**config.mk**
```make
export PLATFORM = sky130hd
export DESIGN_NAME = huffman_encoder
export DESIGN_NICKNAME = d
export VERILOG_FILES = /design/src/rtl/huff_pkg.sv /design/src/rtl/huff_min2.sv /design/src/rtl/huffman_encoder.sv
export SDC_FILE = /design/constraint.sdc
export NUM_CORES = 1
export LEC_CHECK = 0
export ABC_AREA = 1
export CELL_PAD_IN_SITES_DETAIL_PLACEMENT = 1
export CELL_PAD_IN_SITES_GLOBAL_PLACEMENT = 1
export CORE_ASPECT_RATIO = 2
export CORE_UTILIZATION = 47
export CTS_BUF_LIST = sky130_fd_sc_hd__clkbuf_2
export CTS_CLUSTER_SIZE = 20
export DETAILED_ROUTE_END_ITERATION = 7
export HOLD_SLACK_MARGIN = 0.03
export MAX_ROUTING_LAYER = met4
export PLACE_DENSITY = 0.88
export SLEW_MARGIN = 0
export SYNTH_ARGS = -nofsm -noshare
export SYNTH_HDL_FRONTEND = slang
export SYNTH_SLANG_ARGS = --single-unit
```
**constraint.sdc**
```tcl
create_clock -name clk -period 34 [get_ports clk]
set_input_delay 6.8 -clock clk [delete_from_list [all_inputs] [get_ports clk]]
set_output_delay 6.8 -clock clk [all_outputs]
set_load 0.03 [all_outputs]
```
**src/rtl/huff_pkg.sv**
```systemverilog
// Shared sizing, node record and FSM state type for the Huffman encoder.
package huff_pkg;

  localparam int MAX_STRING_LENGTH_DEF = 10;
  localparam int MAX_CHAR_COUNT_DEF    = 5;

  // Leaves occupy the low half of the node table, merged nodes the high half.
  localparam int NODE_COUNT = 2 * MAX_CHAR_COUNT_DEF;
  localparam int IDX_W      = $clog2(NODE_COUNT);

  // Input counts are 3 bits; five of them summed never exceed 35, so 6 bits suffice.
  localparam int IN_FREQ_W = 3;
  localparam int FREQ_W    = 6;

  // Holds a code length from 0 up to MAX_CHAR_COUNT, and also the leaf count.
  localparam int LEN_W = $clog2(MAX_CHAR_COUNT_DEF + 1);

  typedef enum logic [2:0] {
    ST_INIT   = 3'd0,
    ST_SELECT = 3'd1,
    ST_MERGE  = 3'd2,
    ST_ENCODE = 3'd3,
    ST_DONE   = 3'd4
  } state_e;

  typedef struct packed {
    logic [7:0]        symbol;
    logic [FREQ_W-1:0] freq;
    logic [IDX_W-1:0]  left;
    logic [IDX_W-1:0]  right;
    logic              leaf;
    logic              valid;
    logic              merged;
  } node_t;

  // Ones over the low 'len' bits of a code field.
  function automatic logic [MAX_CHAR_COUNT_DEF-1:0] len_to_mask(input logic [LEN_W-1:0] len);
    return ~({MAX_CHAR_COUNT_DEF{1'b1}} << len);
  endfunction

endpackage

```
**src/rtl/huff_min2.sv**
```systemverilog
// Finds the two lowest-frequency live (valid, unmerged) nodes.
// min_a_o is the smallest, min_b_o the runner-up; equal frequencies
// resolve toward the lower node index.
module huff_min2
  import huff_pkg::*;
#(
  parameter int N_NODES = NODE_COUNT
) (
  input  node_t            nodes_i [N_NODES],
  output logic [IDX_W-1:0] min_a_o,
  output logic [IDX_W-1:0] min_b_o
);

  logic              have_a;
  logic              have_b;
  logic [FREQ_W-1:0] freq_a;
  logic [FREQ_W-1:0] freq_b;

  // Ascending scan with strict compares, so an earlier index keeps its place on ties
  always_comb begin
    have_a  = 1'b0;
    have_b  = 1'b0;
    freq_a  = '0;
    freq_b  = '0;
    min_a_o = '0;
    min_b_o = '0;
    for (int j = 0; j < N_NODES; j++) begin
      if (nodes_i[j].valid && !nodes_i[j].merged) begin
        if (!have_a || (nodes_i[j].freq < freq_a)) begin
          min_b_o = min_a_o;
          freq_b  = freq_a;
          have_b  = have_a;
          min_a_o = IDX_W'(j);
          freq_a  = nodes_i[j].freq;
          have_a  = 1'b1;
        end else if (!have_b || (nodes_i[j].freq < freq_b)) begin
          min_b_o = IDX_W'(j);
          freq_b  = nodes_i[j].freq;
          have_b  = 1'b1;
        end
      end
    end
  end

endmodule

```
**src/rtl/huffman_encoder.sv**
```systemverilog
// Run-once Huffman encoder: loads a symbol/frequency table after reset,
// merges nodes one pair per SELECT/MERGE round, then derives an MSB-first
// prefix code and valid-bit mask per input slot and raises a sticky done.
// The node record is sized from the huff_pkg defaults, so the parameters
// must not exceed those defaults.
module huffman_encoder
  import huff_pkg::*;
#(
  parameter int MAX_STRING_LENGTH = MAX_STRING_LENGTH_DEF,
  parameter int MAX_CHAR_COUNT    = MAX_CHAR_COUNT_DEF
) (
  input  logic                                          clk,
  input  logic                                          reset,
  input  logic [MAX_STRING_LENGTH-1:0][7:0]             data_in,
  input  logic [MAX_STRING_LENGTH-1:0][IN_FREQ_W-1:0]   freq_in,
  output logic [MAX_CHAR_COUNT-1:0][MAX_CHAR_COUNT-1:0] encoded_value,
  output logic [MAX_CHAR_COUNT-1:0][MAX_CHAR_COUNT-1:0] encoded_mask,
  output logic                                          done
);

  localparam int N_NODES = 2 * MAX_CHAR_COUNT;

  state_e                                        state_q;
  state_e                                        state_d;
  node_t                                         node_q [N_NODES];
  logic [IDX_W-1:0]                              left_q;
  logic [IDX_W-1:0]                              right_q;
  logic [IDX_W-1:0]                              merge_cnt_q;
  logic [LEN_W-1:0]                              remaining_q;
  logic [MAX_CHAR_COUNT-1:0][MAX_CHAR_COUNT-1:0] value_q;
  logic [MAX_CHAR_COUNT-1:0][MAX_CHAR_COUNT-1:0] mask_q;
  logic                                          done_q;

  logic [MAX_CHAR_COUNT-1:0] leaf_ok;
  logic [LEN_W-1:0]          leaf_cnt;
  logic [IDX_W-1:0]          min_a;
  logic [IDX_W-1:0]          min_b;
  logic [IDX_W-1:0]          merge_idx;
  logic [MAX_CHAR_COUNT-1:0] code_w [N_NODES];
  logic [LEN_W-1:0]          len_w  [N_NODES];

  // A slot becomes a leaf only when both its byte and its count are nonzero
  for (genvar gi = 0; gi < MAX_CHAR_COUNT; gi++) begin : g_leaf
    assign leaf_ok[gi] = (data_in[gi] != 8'h00) && (freq_in[gi] != '0);
  end

  // Slots beyond MAX_CHAR_COUNT are deliberately ignored
  if (MAX_STRING_LENGTH > MAX_CHAR_COUNT) begin : g_spare
    logic unused_spare_slots;
    assign unused_spare_slots = ^{data_in[MAX_STRING_LENGTH-1:MAX_CHAR_COUNT],
                                  freq_in[MAX_STRING_LENGTH-1:MAX_CHAR_COUNT]};
  end

  assign leaf_cnt  = LEN_W'($countones(leaf_ok));
  assign merge_idx = IDX_W'(MAX_CHAR_COUNT) + merge_cnt_q;

  huff_min2 #(
    .N_NODES (N_NODES)
  ) u_min2 (
    .nodes_i (node_q),
    .min_a_o (min_a),
    .min_b_o (min_b)
  );

  // Top-down code walk: parents always sit above their children, so a descending scan sees each parent's code first
  always_comb begin
    for (int j = 0; j < N_NODES; j++) begin
      code_w[j] = '0;
      len_w[j]  = '0;
    end
    for (int p = N_NODES - 1; p >= MAX_CHAR_COUNT; p--) begin
      if (node_q[p].valid) begin
        code_w[node_q[p].left]  = {code_w[p][MAX_CHAR_COUNT-2:0], 1'b0};
        len_w[node_q[p].left]   = len_w[p] + 1'b1;
        code_w[node_q[p].right] = {code_w[p][MAX_CHAR_COUNT-2:0], 1'b1};
        len_w[node_q[p].right]  = len_w[p] + 1'b1;
      end
    end
  end

  // Next-state: zero or one leaf skips tree building; the last merge leaves a single live root
  always_comb begin
    state_d = state_q;
    case (state_q)
      ST_INIT:   state_d = (leaf_cnt <= LEN_W'(1)) ? ST_ENCODE : ST_SELECT;
      ST_SELECT: state_d = ST_MERGE;
      ST_MERGE:  state_d = (remaining_q == LEN_W'(2)) ? ST_ENCODE : ST_SELECT;
      ST_ENCODE: state_d = ST_DONE;
      ST_DONE:   state_d = ST_DONE;
      default:   state_d = ST_INIT;
    endcase
  end

  // FSM state register
  always_ff @(posedge clk or negedge reset) begin
    if (!reset) begin
      state_q <= ST_INIT;
    end else begin
      state_q <= state_d;
    end
  end

  // Node table, pair selection, merge bookkeeping and output registers
  always_ff @(posedge clk or negedge reset) begin
    if (!reset) begin
      for (int j = 0; j < N_NODES; j++) begin
        node_q[j] <= '0;
      end
      left_q      <= '0;
      right_q     <= '0;
      merge_cnt_q <= '0;
      remaining_q <= '0;
      value_q     <= '0;
      mask_q      <= '0;
      done_q      <= 1'b0;
    end else begin
      case (state_q)
        ST_INIT: begin
          for (int j = 0; j < N_NODES; j++) begin
            node_q[j] <= '0;
          end
          for (int i = 0; i < MAX_CHAR_COUNT; i++) begin
            if (leaf_ok[i]) begin
              node_q[i] <= '{symbol: data_in[i],
                             freq:   FREQ_W'(freq_in[i]),
                             left:   '0,
                             right:  '0,
                             leaf:   1'b1,
                             valid:  1'b1,
                             merged: 1'b0};
            end
          end
          merge_cnt_q <= '0;
          remaining_q <= leaf_cnt;
          value_q     <= '0;
          mask_q      <= '0;
          done_q      <= 1'b0;
        end
        ST_SELECT: begin
          left_q  <= min_a;
          right_q <= min_b;
        end
        ST_MERGE: begin
          node_q[merge_idx] <= '{symbol: 8'h00,
                                 freq:   node_q[left_q].freq + node_q[right_q].freq,
                                 left:   left_q,
                                 right:  right_q,
                                 leaf:   1'b0,
                                 valid:  1'b1,
                                 merged: 1'b0};
          node_q[left_q].merged  <= 1'b1;
          node_q[right_q].merged <= 1'b1;
          merge_cnt_q <= merge_cnt_q + 1'b1;
          remaining_q <= remaining_q - 1'b1;
        end
        ST_ENCODE: begin
          for (int i = 0; i < MAX_CHAR_COUNT; i++) begin
            if (node_q[i].valid && node_q[i].leaf) begin
              value_q[i] <= code_w[i];
              mask_q[i]  <= len_to_mask(len_w[i]);
            end else begin
              value_q[i] <= '0;
              mask_q[i]  <= '0;
            end
          end
          done_q <= 1'b1;
        end
        default: begin
          // ST_DONE holds everything until the next reset
        end
      endcase
    end
  end

  assign encoded_value = value_q;
  assign encoded_mask  = mask_q;
  assign done          = done_q;

endmodule

```
# Yosys cells after proc, flatten, opt, wreduce, memory -nomap -nowiden
# Index checks and enable logic that the tools add are counted.
# totals
register_bits	319
input_bits	112
out_inout_bits	51
elab_cells	494
# classes
n_addsub	17
n_lt_le_gt_ge	44
eq_ne	5
shift	5
mux	228
bitwise_logic	18
n_reduce_logical	91
# ops
cell	count
bitwise mux 250 bit	3
one-hot mux 250 bit (2 select lines)	1
bitwise mux 50 bit	8
demux 25 bit (select 4 bit)	3
bitwise mux 30 bit	9
two-way mux 6 bit	40
binary-select mux 25 bit (select 4 bit)	2
two-way mux 50 bit	4
demux 5 bit (select 4 bit)	9
two-way mux 4 bit	42
two-way mux 25 bit	6
two-way mux 30 bit	5
demux 3 bit (select 4 bit)	10
< comparator 6 bit	17
one-hot mux 25 bit (2 select lines)	2
two-way mux 5 bit	19
two-way mux 17 bit	4
>= comparator 5 bit, second input constant	13
< comparator 5 x 1 -> 1 bit, second input constant	13
inverter 4 -> 5 bit	13
two-way mux 46 bit	1
two-way mux 1 bit	44
nonzero test 8 bit	5
logical AND 1 bit	33
27 further kinds	102

# Logic depth before layout (Yosys ltp)
# Gate-level depths: netlist (run 1).
# logic_depth
depth_word	47
mapped_depth	103
mapped_depth_nobuf	99

# Cells and area by module
# Synthesis (run 1) repeated with hierarchy kept, for this count alone.
# hier_totals
hier_cells	2997
hier_area_um2	21105.2
# by_module_without_submodules
mod	instances	cells_each	area_per_inst_um2
huffman_encoder	1	2150	16460.8
huff_min2	1	847	4644.5

# Worst setup path before layout (run 1)
# OpenSTA, ideal clock, no wires.
# synth_path
path_kind	register to register
start	register node_q[225] (netlist name)
end	register left_q[2]
setup_ns	0.148
arrival_time_ns	12.757
slack_ns	21.095
stages_incl_launch_ff	91
n_path_buf	9
period_less_slack_ns	12.905
cell_sequence	dfrtp_1 nor2_2 inv_1 nor2_1 inv_1 ha_1 nand2_1 inv_1 nor2_1 o21a_1 nand2_2 nand2_4 nand2_4 clkbuf_1 o21ai_0 ha_1 a21oi_1 nor2_1 [55 not listed] a211oi_1 nand2_1 nand2_4 nand2_4 clkbuf_1 nand2_1 o21ai_0 ha_1 a21oi_1 nor2_1 a211oi_1 nand2_2 o21ai_4 inv_4 nor2_4 nor3_2 nand2_1 o21ai_0
# synth_between
elab_chain_cells	39
word_cells_on_any_way	79
# synth_rtl
element	line_no	source
start, declared	huffman_encoder.sv:25	node_t node_q [N_NODES];
start signal, assigned by index	huffman_encoder.sv:124	node_q[i] <= '{symbol: data_in[i],
start signal, assigned by index	huffman_encoder.sv:144	node_q[merge_idx] <= '{symbol: 8'h00,
zero test 1 bit *	huff_min2.sv:28	if (nodes_i[j].valid && !nodes_i[j].merged) begin
logical AND 1 bit *	huff_min2.sv:28	
two-way mux 6 bit / two-way mux 1 bit (equally long branches)	huff_min2.sv:28	
< comparator 6 bit / zero test 1 bit (equally long branches)	huff_min2.sv:29	if (!have_a || (nodes_i[j].freq < freq_a)) begin
logical OR 1 bit	huff_min2.sv:29	
two-way mux 6 bit / two-way mux 1 bit (equally long branches)	huff_min2.sv:29	
two-way mux 6 bit / two-way mux 1 bit (equally long branches)	huff_min2.sv:28	
< comparator 6 bit / zero test 1 bit (equally long branches)	huff_min2.sv:29	
[23 not listed]	n/a	
< comparator 6 bit / zero test 1 bit (equally long branches)	huff_min2.sv:29	
logical OR 1 bit	huff_min2.sv:29	
two-way mux 6 bit / two-way mux 1 bit (equally long branches)	huff_min2.sv:29	
two-way mux 6 bit / two-way mux 1 bit (equally long branches)	huff_min2.sv:28	
< comparator 6 bit / zero test 1 bit (equally long branches)	huff_min2.sv:29	
logical OR 1 bit	huff_min2.sv:29	
two-way mux 4 bit	huff_min2.sv:29	
two-way mux 4 bit *	huff_min2.sv:28	
end signal, assigned	huffman_encoder.sv:140	left_q <= min_a;
end, declared	huffman_encoder.sv:26	logic [IDX_W-1:0] left_q;
# Every way passes the cells marked *; elsewhere a longest branch is shown, timed or not.
# A chain may end at the register's enable or synchronous reset.

# Worst setup path after layout (run 1)
# layout_path
start	register node_q[226] (netlist name)
end	register right_q[0]
# layout_between
elab_chain_cells	46
word_cells_on_any_way	174
# layout_rtl
element	line_no	source
logical AND 1 bit *	huff_min2.sv:28	
two-way mux 6 bit / two-way mux 1 bit (equally long branches)	huff_min2.sv:28	
< comparator 6 bit / zero test 1 bit (equally long branches)	huff_min2.sv:29	
logical OR 1 bit	huff_min2.sv:29	
two-way mux 6 bit / two-way mux 1 bit (equally long branches)	huff_min2.sv:29	
two-way mux 6 bit / two-way mux 1 bit (equally long branches)	huff_min2.sv:28	
< comparator 6 bit / zero test 1 bit (equally long branches)	huff_min2.sv:36	end else if (!have_b || (nodes_i[j].freq < freq_b)) begin
logical OR 1 bit	huff_min2.sv:36	
[30 not listed]	n/a	
two-way mux 6 bit / two-way mux 1 bit (equally long branches)	huff_min2.sv:36	
two-way mux 6 bit / two-way mux 1 bit (equally long branches)	huff_min2.sv:29	
two-way mux 6 bit / two-way mux 1 bit (equally long branches)	huff_min2.sv:28	
< comparator 6 bit / zero test 1 bit (equally long branches)	huff_min2.sv:36	
logical OR 1 bit	huff_min2.sv:36	
two-way mux 4 bit	huff_min2.sv:36	
two-way mux 4 bit	huff_min2.sv:29	
two-way mux 4 bit *	huff_min2.sv:28	
end signal, assigned	huffman_encoder.sv:141	right_q <= min_b;
end, declared	huffman_encoder.sv:27	logic [IDX_W-1:0] right_q;
# Marks and branches as above.

==> impl_metrics.env, run 1 <==
export IMPL_status="finished, violations left"
export IMPL_violations="DRC"
export IMPL_rsz0062_at_grt="false"
export IMPL_slowest_delay_ps=570
export IMPL_drv_cap=0
export IMPL_cp_num_buf_inv=11
export IMPL_start_util_pct=47.8
export IMPL_synth_cells=2680
export IMPL_hp_class="register to register"
export IMPL_numCtsBuffers=17
export IMPL_syn_area_sq_um=17800
export IMPL_syn_nets=2902
export IMPL_finalHoldViolCount=0
export IMPL_tns_ps=0
export IMPL_timing_fmax_mhz=62.4
export IMPL_leakage_nw=9.17
export IMPL_die_x_um=140
export IMPL_cts_tree="yes"
export IMPL_area_growth_pct=10.5
export IMPL_yosysUniqueCellTypes=56
export IMPL_crit_top_cell="nand2_1"
export IMPL_crit_end="right_q[0]$_DFFE_PN0P_"
export IMPL_startpoint_type="register"
export IMPL_synth_top_area_share_pct=27.2
export IMPL_holdWs_ps=526
export IMPL_clock_skew_ps=62.5
export IMPL_async_flop_share_pct=100
export IMPL_crit_required_ps=34860
export IMPL_grt_max_degree=118
export IMPL_cpLargestDelayFamily="compound AO/OA/AOI/OAI gates"
export IMPL_grtUsageTotal_pct=46.0
export IMPL_yosys_area_top_type="dfrtp_1"
export IMPL_synth_seq_area_share_pct=27.2
export IMPL_yosysMostFrequentCell="nand2_1"
export IMPL_synth_edf_count=0
export IMPL_drt_initial_drc_count=1587
export IMPL_wl_per_cell_um=26.5
export IMPL_port_buffers=107
export IMPL_maxSlewViolCount=0
export IMPL_cts_sinks=194
export IMPL_die_area_sq_um=38800
export IMPL_postCtsHoldBufs=0
export IMPL_synth_top_cells_by_area="dfrtp_1 27%, nand2_1 12%, inv_1 8.6%"
export IMPL_htreeDepth=4
export IMPL_grt_first_pass_wirelength_um=131000
export IMPL_clock_tree_root_cell="clkbuf_2"
export IMPL_slew_headroom_pct=20.9
export IMPL_post_cts_buffers=0
export IMPL_drc=2
export IMPL_arrival_ps=16890
export IMPL_totalWireLength_um=85900
export IMPL_synth_ff_type="dfrtp_1"
export IMPL_die_y_um=278
export IMPL_antenna_found_initial=1
export IMPL_r2r_cells=93
export IMPL_period_minus_slack_ps=16030
export IMPL_fin_crit_sh_pct=47.1
export IMPL_vdd_drop_max_uv=115
export IMPL_ant_nets=0
export IMPL_io_pin_count=163
export IMPL_r2r_start="node_q[226]$_DFFE_PN0P_"
export IMPL_setup_violations=0
export IMPL_clk_latency_ps=940
export IMPL_drt_pass1_iterations=8
export IMPL_reg2reg_setup_slack_ps=17970
export IMPL_drive_gt1_share_pct=3.67
export IMPL_clk_pin_slew_ps=370
export IMPL_nNetsFinal=2989
export IMPL_rows=100
export IMPL_critPathCaptureType="register"
export IMPL_grt_ovfl_total=0
export IMPL_reg2reg_to="right_q[0]$_DFFE_PN0P_"
export IMPL_first_global_vias=23300
export IMPL_cp_depth=93
export IMPL_design_core_area_sq_um=37300
export IMPL_path_class="register to register"
export IMPL_tightest_slew_ps=1180
export IMPL_crit_slowest_cell="o21ai_0"
export IMPL_ys_warn_count=0
export IMPL_yosys_top_cells_count="586 x nand2_1, 407 x inv_1, 290 x o21ai_0, 242 x nor2_1, 194 x dfrtp_1"
export IMPL_fillerInstances=5007
export IMPL_ys_ff_latch=194
export IMPL_startpoint="node_q[226]$_DFFE_PN0P_"
export IMPL_power_density_nw_per_um2=115
export IMPL_gp_congestion=1.06
export IMPL_crit_fanout=20
export IMPL_via_count=21500
export IMPL_cts_resized=0
export IMPL_vias_per_cell=6.64
export IMPL_avgSynthCellArea_sq_um=6.66
export IMPL_hpwl_um=69200
export IMPL_clockBufferDepth=2
[logic make-up after synthesis]
logic type	count (synthesis)	synth area share [%]
DFF	194	27.2
AOI/OAI and AO/OA	828	29.4
xor gates and xnor gates	15	0.736
adders and majority gates	110	7.84
muxes	2	0.112
and+or+nand+nor	1051	24.5
buffers and inverters	480	10.2
[worst min path at each step]
stage | start | endpoint | slack, ps | cells past startpoint
2_1_floorplan | node_q[125]$_DFFE_PN0P_ | node_q[125]$_DFFE_PN0P_ | 490 | 2
3_3_place_gp | encoded_mask[16]$_DFFE_PN0P_ | encoded_mask[16]$_DFFE_PN0P_ | 470 | 1
3_5_place_dp | encoded_mask[16]$_DFFE_PN0P_ | encoded_mask[16]$_DFFE_PN0P_ | 470 | 1
4_1_cts | encoded_mask[16]$_DFFE_PN0P_ | encoded_mask[16]$_DFFE_PN0P_ | 530 | 1
5_1_grt | encoded_value[9]$_DFFE_PN0P_ | encoded_value[9]$_DFFE_PN0P_ | 550 | 1
6_report | encoded_mask[16]$_DFFE_PN0P_ | encoded_mask[16]$_DFFE_PN0P_ | 530 | 1
[worst register-to-register path: cells and delay by family (launching register included)]
| family | cells | cell delay [ps] |
|---|---|---|
| simple gates | 46 | 5230 |
| compound gates | 26 | 5620 |
| buf+inv | 11 | 1740 |
| flops | 1 | 440 |
| fa+ha+maj | 9 | 2830 |
| mux | 1 | 100 |
[sequential cells by signal, summed over array words and instances (netlist names)]
register       count
done               1
encoded_mask      25
encoded_value     25
merge_cnt_q        4
state_q            3
right_q            4
remaining_q        3
node_q           125
left_q             4
[per-stage QoR]
stage                     cells  power, mW  setup WS (ps)  cell area, sq um  utilization (%)
after floorplan            2680       1.48          21100             17800                -
after global placement     3207       1.96          19030             19400             52.1
after detailed placement   3207       2.07          18330             19400             52.1
after CTS                  3239       2.22          18190             19700             52.8
after global routing       3240       2.42          16650             19700             52.8
final                      3241       2.26          17970             19700             52.8
[per-layer routing]
| layer | routed length (um) | share of wire, % | GRT usage, % |
|---|---|---|---|
| met1 | 26700 | 31 | 39.3 |
| met2 | 44200 | 51 | 80.7 |
| met3 | 4040 | 4.7 | 7.16 |
| met4 | 11100 | 13 | 50.7 |
| met5 | 0 | 0 | - |
[cell type report]
class	instances	area [sq um]	area share, %
clock buffers	17	85.1	0.432
diodes	2	5.00	0.0254
inverters	422	1590	8.05
multi-input cells	2006	11200	56.7
well taps	459	574	2.92
flip-flops and latches	194	4850	24.6
clock inverters	15	204	1.04
repair buffers	126	1220	6.18
[layout by cell type, fill, tap and decap left out, drive strengths merged, types with 2 or more instances in the layout]
cell type and n:
a21oi 106, o21ai 293, clkbuf 18, clkdlybuf4s50 106, a32oi 4, mux2i 2, o221ai 62, a22o 3
nor3 60, a311oi 2, o311ai 2, nor2 247, buf 19, a31oi 27, xor2 11, a221oi 13
o211ai 65, nor4 13, nand2 615, ha 107, a21o 2, nand4 9, dfrtp 194, a32o 18
a22oi 25, fa 3, o31ai 16, inv 420, nand3 100, o2111ai 18, o32ai 2, o22ai 137
xnor2 4, or2 5, a221o 9, diode 2, a211oi 18, clkinv 15, nand3b 2
[where the power goes]
part	switching (mW)	internal, mW	leakage (nW)
sequential	0.0546	0.275	2.63
combinational	1.28	0.513	6.38
clock	0.103	0.0341	0.163
Note: power is estimated with default switching activity, not from simulation.
==> run 2, diff against run 1 <==
--- a/config.mk
+++ b/config.mk
@@ -9,13 +9,13 @@
 export CELL_PAD_IN_SITES_DETAIL_PLACEMENT = 1
 export CELL_PAD_IN_SITES_GLOBAL_PLACEMENT = 1
 export CORE_ASPECT_RATIO = 2
-export CORE_UTILIZATION = 47
+export CORE_UTILIZATION = 43
 export CTS_BUF_LIST = sky130_fd_sc_hd__clkbuf_2
 export CTS_CLUSTER_SIZE = 20
 export DETAILED_ROUTE_END_ITERATION = 7
 export HOLD_SLACK_MARGIN = 0.03
 export MAX_ROUTING_LAYER = met4
-export PLACE_DENSITY = 0.88
+export PLACE_DENSITY = 0.81
 export SLEW_MARGIN = 0
 export SYNTH_ARGS = -nofsm -noshare
 export SYNTH_HDL_FRONTEND = slang
==> constraint.sdc (replaced) <==
create_clock -name clk -period 15.75 [get_ports clk]
set_input_delay 3.15 -clock clk [delete_from_list [all_inputs] [get_ports clk]]
set_output_delay 3.15 -clock clk [all_outputs]
set_load 0.03 [all_outputs]
==> impl_metrics.env, run 2 (synthesis results as in run 1) <==
export IMPL_status="complete, no violations"
export IMPL_area_growth_pct=12.0
export IMPL_timing_fmax_mhz=68.3
export IMPL_postCtsHoldBufs=0
export IMPL_drc=0
export IMPL_layout_commonest_cell="nand2_1"
export IMPL_clock_tree_root_cell="clkbuf_2"
export IMPL_maxSlewViolCount=0
export IMPL_grt_ovfl_total=0
export IMPL_clockBufferDepth=2
export IMPL_hpwl_um=70200
export IMPL_reg2reg_setup_slack_ps=1120
export IMPL_gr_usage_met1_pct=36.6
export IMPL_path_class="register to register"
export IMPL_clk_latency_ps=960
export IMPL_finalHoldViolCount=0
export IMPL_nNetsFinal=3008
export IMPL_clk_pin_slew_ps=350
export IMPL_hp_class="register to register"
export IMPL_ant_nets=0
export IMPL_slew_headroom_pct=27.2
export IMPL_layout_common_cells="583 x nand2_1, 405 x inv_1, 271 x o21ai_0, 241 x nor2_1, 194 x dfrtp_1"
export IMPL_top_usage_layer="met2"
export IMPL_pre_cts_slack_ps=366
export IMPL_die_y_um=290
export IMPL_slowest_delay_ps=500
export IMPL_crit_fanout=20
export IMPL_cts_tree="yes"
export IMPL_start_util_pct=43.5
export IMPL_cts_sinks=194
export IMPL_design_core_area_sq_um=41000
export IMPL_dp_cells=3300
export IMPL_vdd_drop_max_uv=235
export IMPL_antenna_found_initial=1
export IMPL_io_pin_count=163
export IMPL_fillerInstances=5514
export IMPL_stdcell_count=3335
export IMPL_totalWireLength_um=85700
export IMPL_first_global_vias=22700
export IMPL_crit_top_cell="nand2_1"
export IMPL_arrival_ps=15470
export IMPL_critPathCaptureType="register"
export IMPL_crit_required_ps=16590
export IMPL_leakage_nw=9.25
export IMPL_post_route_util_pct=48.7
export IMPL_port_buffers=107
export IMPL_period_minus_slack_ps=14630
export IMPL_grt_max_degree=75
export IMPL_die_x_um=146
export IMPL_startpoint_type="register"
export IMPL_grt_first_pass_wirelength_um=130000
export IMPL_htreeDepth=4
export IMPL_gp_congestion=1.01
export IMPL_die_area_sq_um=42300
export IMPL_wl_per_cell_um=25.7
export IMPL_crit_slowest_cell="dfrtp_1"
export IMPL_vias_per_cell=6.32
export IMPL_rows=105
export IMPL_drt_initial_drc_count=1166
export IMPL_fin_ws_ps=1120
export IMPL_setup_violations=0
export IMPL_numCtsBuffers=17
export IMPL_power_density_nw_per_um2=248
export IMPL_fin_crit_sh_pct=92.9
export IMPL_drt_pass1_iterations=7
export IMPL_grtUsageMet3_pct=4.34
export IMPL_grtUsageMet2_pct=75.6
export IMPL_drv_cap=0
export IMPL_drive_gt1_share_pct=4.79
export IMPL_top_register="node_q"
export IMPL_grtUsageTotal_pct=41.7
export IMPL_clock_skew_ps=77.8
export IMPL_via_count=21100
export IMPL_tightest_slew_ps=1080
export IMPL_tns_ps=0
export IMPL_largest_reg_flops=125
==> run 2: cell count changes in the layout (fill, tap and decap cells not counted), moves of 3 or more <==
cell / change
o21ai_2: +3
nand2_4: +4
nand2_1: -3
o21ai_1: +16
buf_4: +19
clkinvlp_4: +5
o21ai_0: -19
==> run 2: area by class of cell <==
class | count | area, sq um | area share (%)
Multi-Input combinational cell | 2006 | 11200 | 56.3
Sequential cell | 194 | 4850 | 24.3
Inverter | 422 | 1600 | 8.00
Timing Repair Buffer | 145 | 1360 | 6.81
Tap cell | 535 | 669 | 3.35
Clock inverter | 14 | 168 | 0.839
Clock buffer | 17 | 85.1 | 0.426
Antenna cell | 2 | 5.00 | 0.0251
==> run 2: stage by stage <==
| stage | power [mW] | hold WS, ps | cell area [sq um] |
|---|---|---|---|
| floorplan | 3.20 | 493 | 17800 |
| global placement | 4.31 | 466 | 19600 |
| detailed placement | 4.54 | 469 | 19600 |
| CTS | 4.82 | 529 | 19900 |
| global route | 5.36 | 550 | 20000 |
| finish | 4.96 | 526 | 20000 |
==> run 2: what timing repair did <==
| item | CTS | global route |
|---|---|---|
| endpoints found under the setup margin | 0 | 8 |
| endpoints found under the hold margin | 0 | 0 |
| setup buffers | 0 | 2 |
| resized for setup | 0 | 37 |
==> run 2: power breakdown <==
| part | switching (mW) | internal [mW] | total (mW) |
|---|---|---|---|
| sequential | 0.117 | 0.594 | 0.711 |
| combinational | 2.79 | 1.18 | 3.98 |
| clock | 0.206 | 0.0652 | 0.271 |
==> run 2: critical path: cells and delay by family, from the launching register on <==
kind            cells  cell delay, ps
simple gates       47            4930
flops               1             500
compound gates     25            4950
buf+inv            10            1240
fa+ha+maj           9            2810
==> run 2: path summary, 6_finish.rpt <==
check	to	from	cells after the start
min in group asynchronous	node_q[13]$_DFFE_PN0P_	reset	1
hold reg to reg	encoded_mask[20]$_DFFE_PN0P_	encoded_mask[20]$_DFFE_PN0P_	2
setup / recovery	left_q[2]$_DFFE_PN0P_	node_q[225]$_DFFE_PN0P_	91
hold / removal	encoded_mask[20]$_DFFE_PN0P_	encoded_mask[20]$_DFFE_PN0P_	2
max in group asynchronous	encoded_mask[20]$_DFFE_PN0P_	reset	3
setup reg to reg	left_q[2]$_DFFE_PN0P_	node_q[225]$_DFFE_PN0P_	91
==> run 2: routing by layer <==
| layer | wire (um) | part of all wire, % | up-vias |
|---|---|---|---|
| met5 | 0 | 0 | - |
| met4 | 10300 | 12 | 0 |
| met3 | 2800 | 3.3 | 439 |
| met2 | 45000 | 53 | 742 |
| met1 | 27500 | 32 | 10300 |
| li1 | - | - | 9566 |
==> run 3, diff against run 2 <==
--- a/config.mk
+++ b/config.mk
@@ -13,8 +13,6 @@
 export CTS_BUF_LIST = sky130_fd_sc_hd__clkbuf_2
 export CTS_CLUSTER_SIZE = 20
 export DETAILED_ROUTE_END_ITERATION = 7
-export HOLD_SLACK_MARGIN = 0.03
-export MAX_ROUTING_LAYER = met4
 export PLACE_DENSITY = 0.81
 export SLEW_MARGIN = 0
 export SYNTH_ARGS = -nofsm -noshare
==> constraint.sdc (replaced) <==
create_clock -name clk -period 16.2 [get_ports clk]
set_input_delay 3.24 -clock clk [delete_from_list [all_inputs] [get_ports clk]]
set_output_delay 3.24 -clock clk [all_outputs]
set_load 0.03 [all_outputs]
==> impl_metrics.env, run 3 (synthesis results as in run 1) <==
export IMPL_reg2reg_to="right_q[3]$_DFFE_PN0P_"
export IMPL_numCtsBuffers=17
export IMPL_crit_top_cell="nand2_1"
export IMPL_via_count=20800
export IMPL_grtUsageTotal_pct=39.7
export IMPL_grt_first_pass_wirelength_um=127000
export IMPL_hp_class="register to register"
export IMPL_gp_congestion=1.04
export IMPL_fin_total_pwr_mw=4.66
export IMPL_crit_end="right_q[3]$_DFFE_PN0P_"
export IMPL_placed_area_sq_um=19600
export IMPL_leakage_nw=9.18
export IMPL_io_pin_count=163
export IMPL_clk_pin_slew_ps=350
export IMPL_crit_fanout=13
export IMPL_rsz0062_at_grt="false"
export IMPL_slowest_delay_ps=510
export IMPL_reg2reg_setup_slack_ps=1440
export IMPL_drc=0
export IMPL_vias_per_cell=6.26
export IMPL_layout_commonest_cell="nand2_1"
export IMPL_totalWireLength_um=84000
export IMPL_path_class="register to register"
export IMPL_antenna_found_initial=1
export IMPL_cts_tree="yes"
export IMPL_drt_initial_drc_count=1192
export IMPL_vdd_drop_max_uv=248
export IMPL_clk_latency_ps=930
export IMPL_largest_reg_flops=125
export IMPL_arrival_ps=15610
export IMPL_grt_max_degree=81
export IMPL_r2r_cells=90
export IMPL_design_core_area_sq_um=41000
export IMPL_top_register="node_q"
export IMPL_maxSlewViolCount=0
export IMPL_hpwl_um=68400
export IMPL_final_area_sq_um=19800
export IMPL_power_density_nw_per_um2=236
export IMPL_period_minus_slack_ps=14760
export IMPL_status="complete, no violations"
export IMPL_drv_cap=0
export IMPL_port_buffers=107
export IMPL_die_x_um=146
export IMPL_startpoint="node_q[225]$_DFFE_PN0P_"
export IMPL_nNetsFinal=2996
export IMPL_die_area_sq_um=42300
export IMPL_postCtsHoldBufs=0
export IMPL_timing_fmax_mhz=67.8
export IMPL_clockBufferDepth=2
export IMPL_layout_common_cells="584 x nand2_1, 407 x inv_1, 278 x o21ai_0, 242 x nor2_1, 194 x dfrtp_1"
export IMPL_start_util_pct=43.5
export IMPL_critPathCaptureType="register"
export IMPL_die_y_um=290
export IMPL_first_global_vias=22300
export IMPL_clock_skew_ps=103
export IMPL_crit_slowest_cell="dfrtp_1"
export IMPL_ant_nets=0
export IMPL_tns_ps=0
export IMPL_r2r_start="node_q[225]$_DFFE_PN0P_"
export IMPL_slew_headroom_pct=14.5
export IMPL_finalHoldViolCount=0
export IMPL_drive_gt1_share_pct=3.98
export IMPL_clock_tree_root_cell="clkbuf_2"
export IMPL_htreeDepth=4
export IMPL_drt_pass1_iterations=6
export IMPL_wl_per_cell_um=25.3
export IMPL_startpoint_type="register"
export IMPL_setup_violations=0
export IMPL_cts_sinks=194
export IMPL_tightest_slew_ps=1280
export IMPL_fin_crit_sh_pct=91.1
export IMPL_grt_ovfl_total=0
export IMPL_rows=105
export IMPL_crit_required_ps=17050
export IMPL_area_growth_pct=10.9
## run 3: repair_timing
action,CTS,global route
endpoints found under the hold margin,0,0
gates resized for setup,0,18
setup buffers,0,0
setup endpoints to repair,0,8
## run 3: through the flow
stage	worst slack [ps]	hold slack [ps]	cells	util, %
after CTS	480	535	3321	48.2
after detailed placement	624	474	3290	47.7
after global routing	24.9	554	3322	48.3
after global placement	1120	465	3290	47.7
final	1440	524	3322	48.3
after floorplan	3300	493	2680	-
## run 3: worst max-delay path: cells and delay by family (launching register included)
family                   cells  cell delay, ps
adder cells (fa/ha/maj)      9            2820
buffers and inverters       11            1380
AND/OR/NAND/NOR             42            4920
flip-flops                   1             510
AO/OA/AOI/OAI               27            4930
multiplexers                 1              90
## run 3: report_power, final
| group | internal, mW | leakage [nW] | switching, mW | total (mW) |
|---|---|---|---|---|
| sequential | 0.577 | 2.63 | 0.108 | 0.686 |
| combinational | 1.11 | 6.43 | 2.63 | 3.73 |
| clock | 0.0457 | 0.130 | 0.197 | 0.243 |
## run 3: area by class of cell
cell class,count,area (sq um)
Fill cell,5503,21200
Multi-Input combinational cell,2006,11200
Sequential cell,194,4850
Inverter,422,1590
Timing Repair Buffer,133,1270
Tap cell,535,669
Clock inverter,14,124
Clock buffer,17,85.1
Antenna cell,1,2.50
## run 3: worst min-delay path by stage
| stage | startpoint | end | slack (ps) | cells after the start |
|---|---|---|---|---|
| 2_1_floorplan | node_q[125]$_DFFE_PN0P_ | node_q[125]$_DFFE_PN0P_ | 490 | 2 |
| 3_3_place_gp | encoded_value[5]$_DFFE_PN0P_ | encoded_value[5]$_DFFE_PN0P_ | 460 | 2 |
| 3_5_place_dp | encoded_value[14]$_DFFE_PN0P_ | encoded_value[14]$_DFFE_PN0P_ | 470 | 2 |
| 4_1_cts | encoded_value[14]$_DFFE_PN0P_ | encoded_value[14]$_DFFE_PN0P_ | 530 | 2 |
| 5_1_grt | encoded_value[7]$_DFFE_PN0P_ | encoded_value[7]$_DFFE_PN0P_ | 550 | 1 |
| 6_report | encoded_mask[8]$_DFFE_PN0P_ | encoded_mask[8]$_DFFE_PN0P_ | 520 | 2 |
## run 3: layer usage
layer	part of all wire, %	track usage (%)
met3	3.1	4.20
met4	11	37.3
met5	0	0
met1	33	36.2
met2	53	75.2
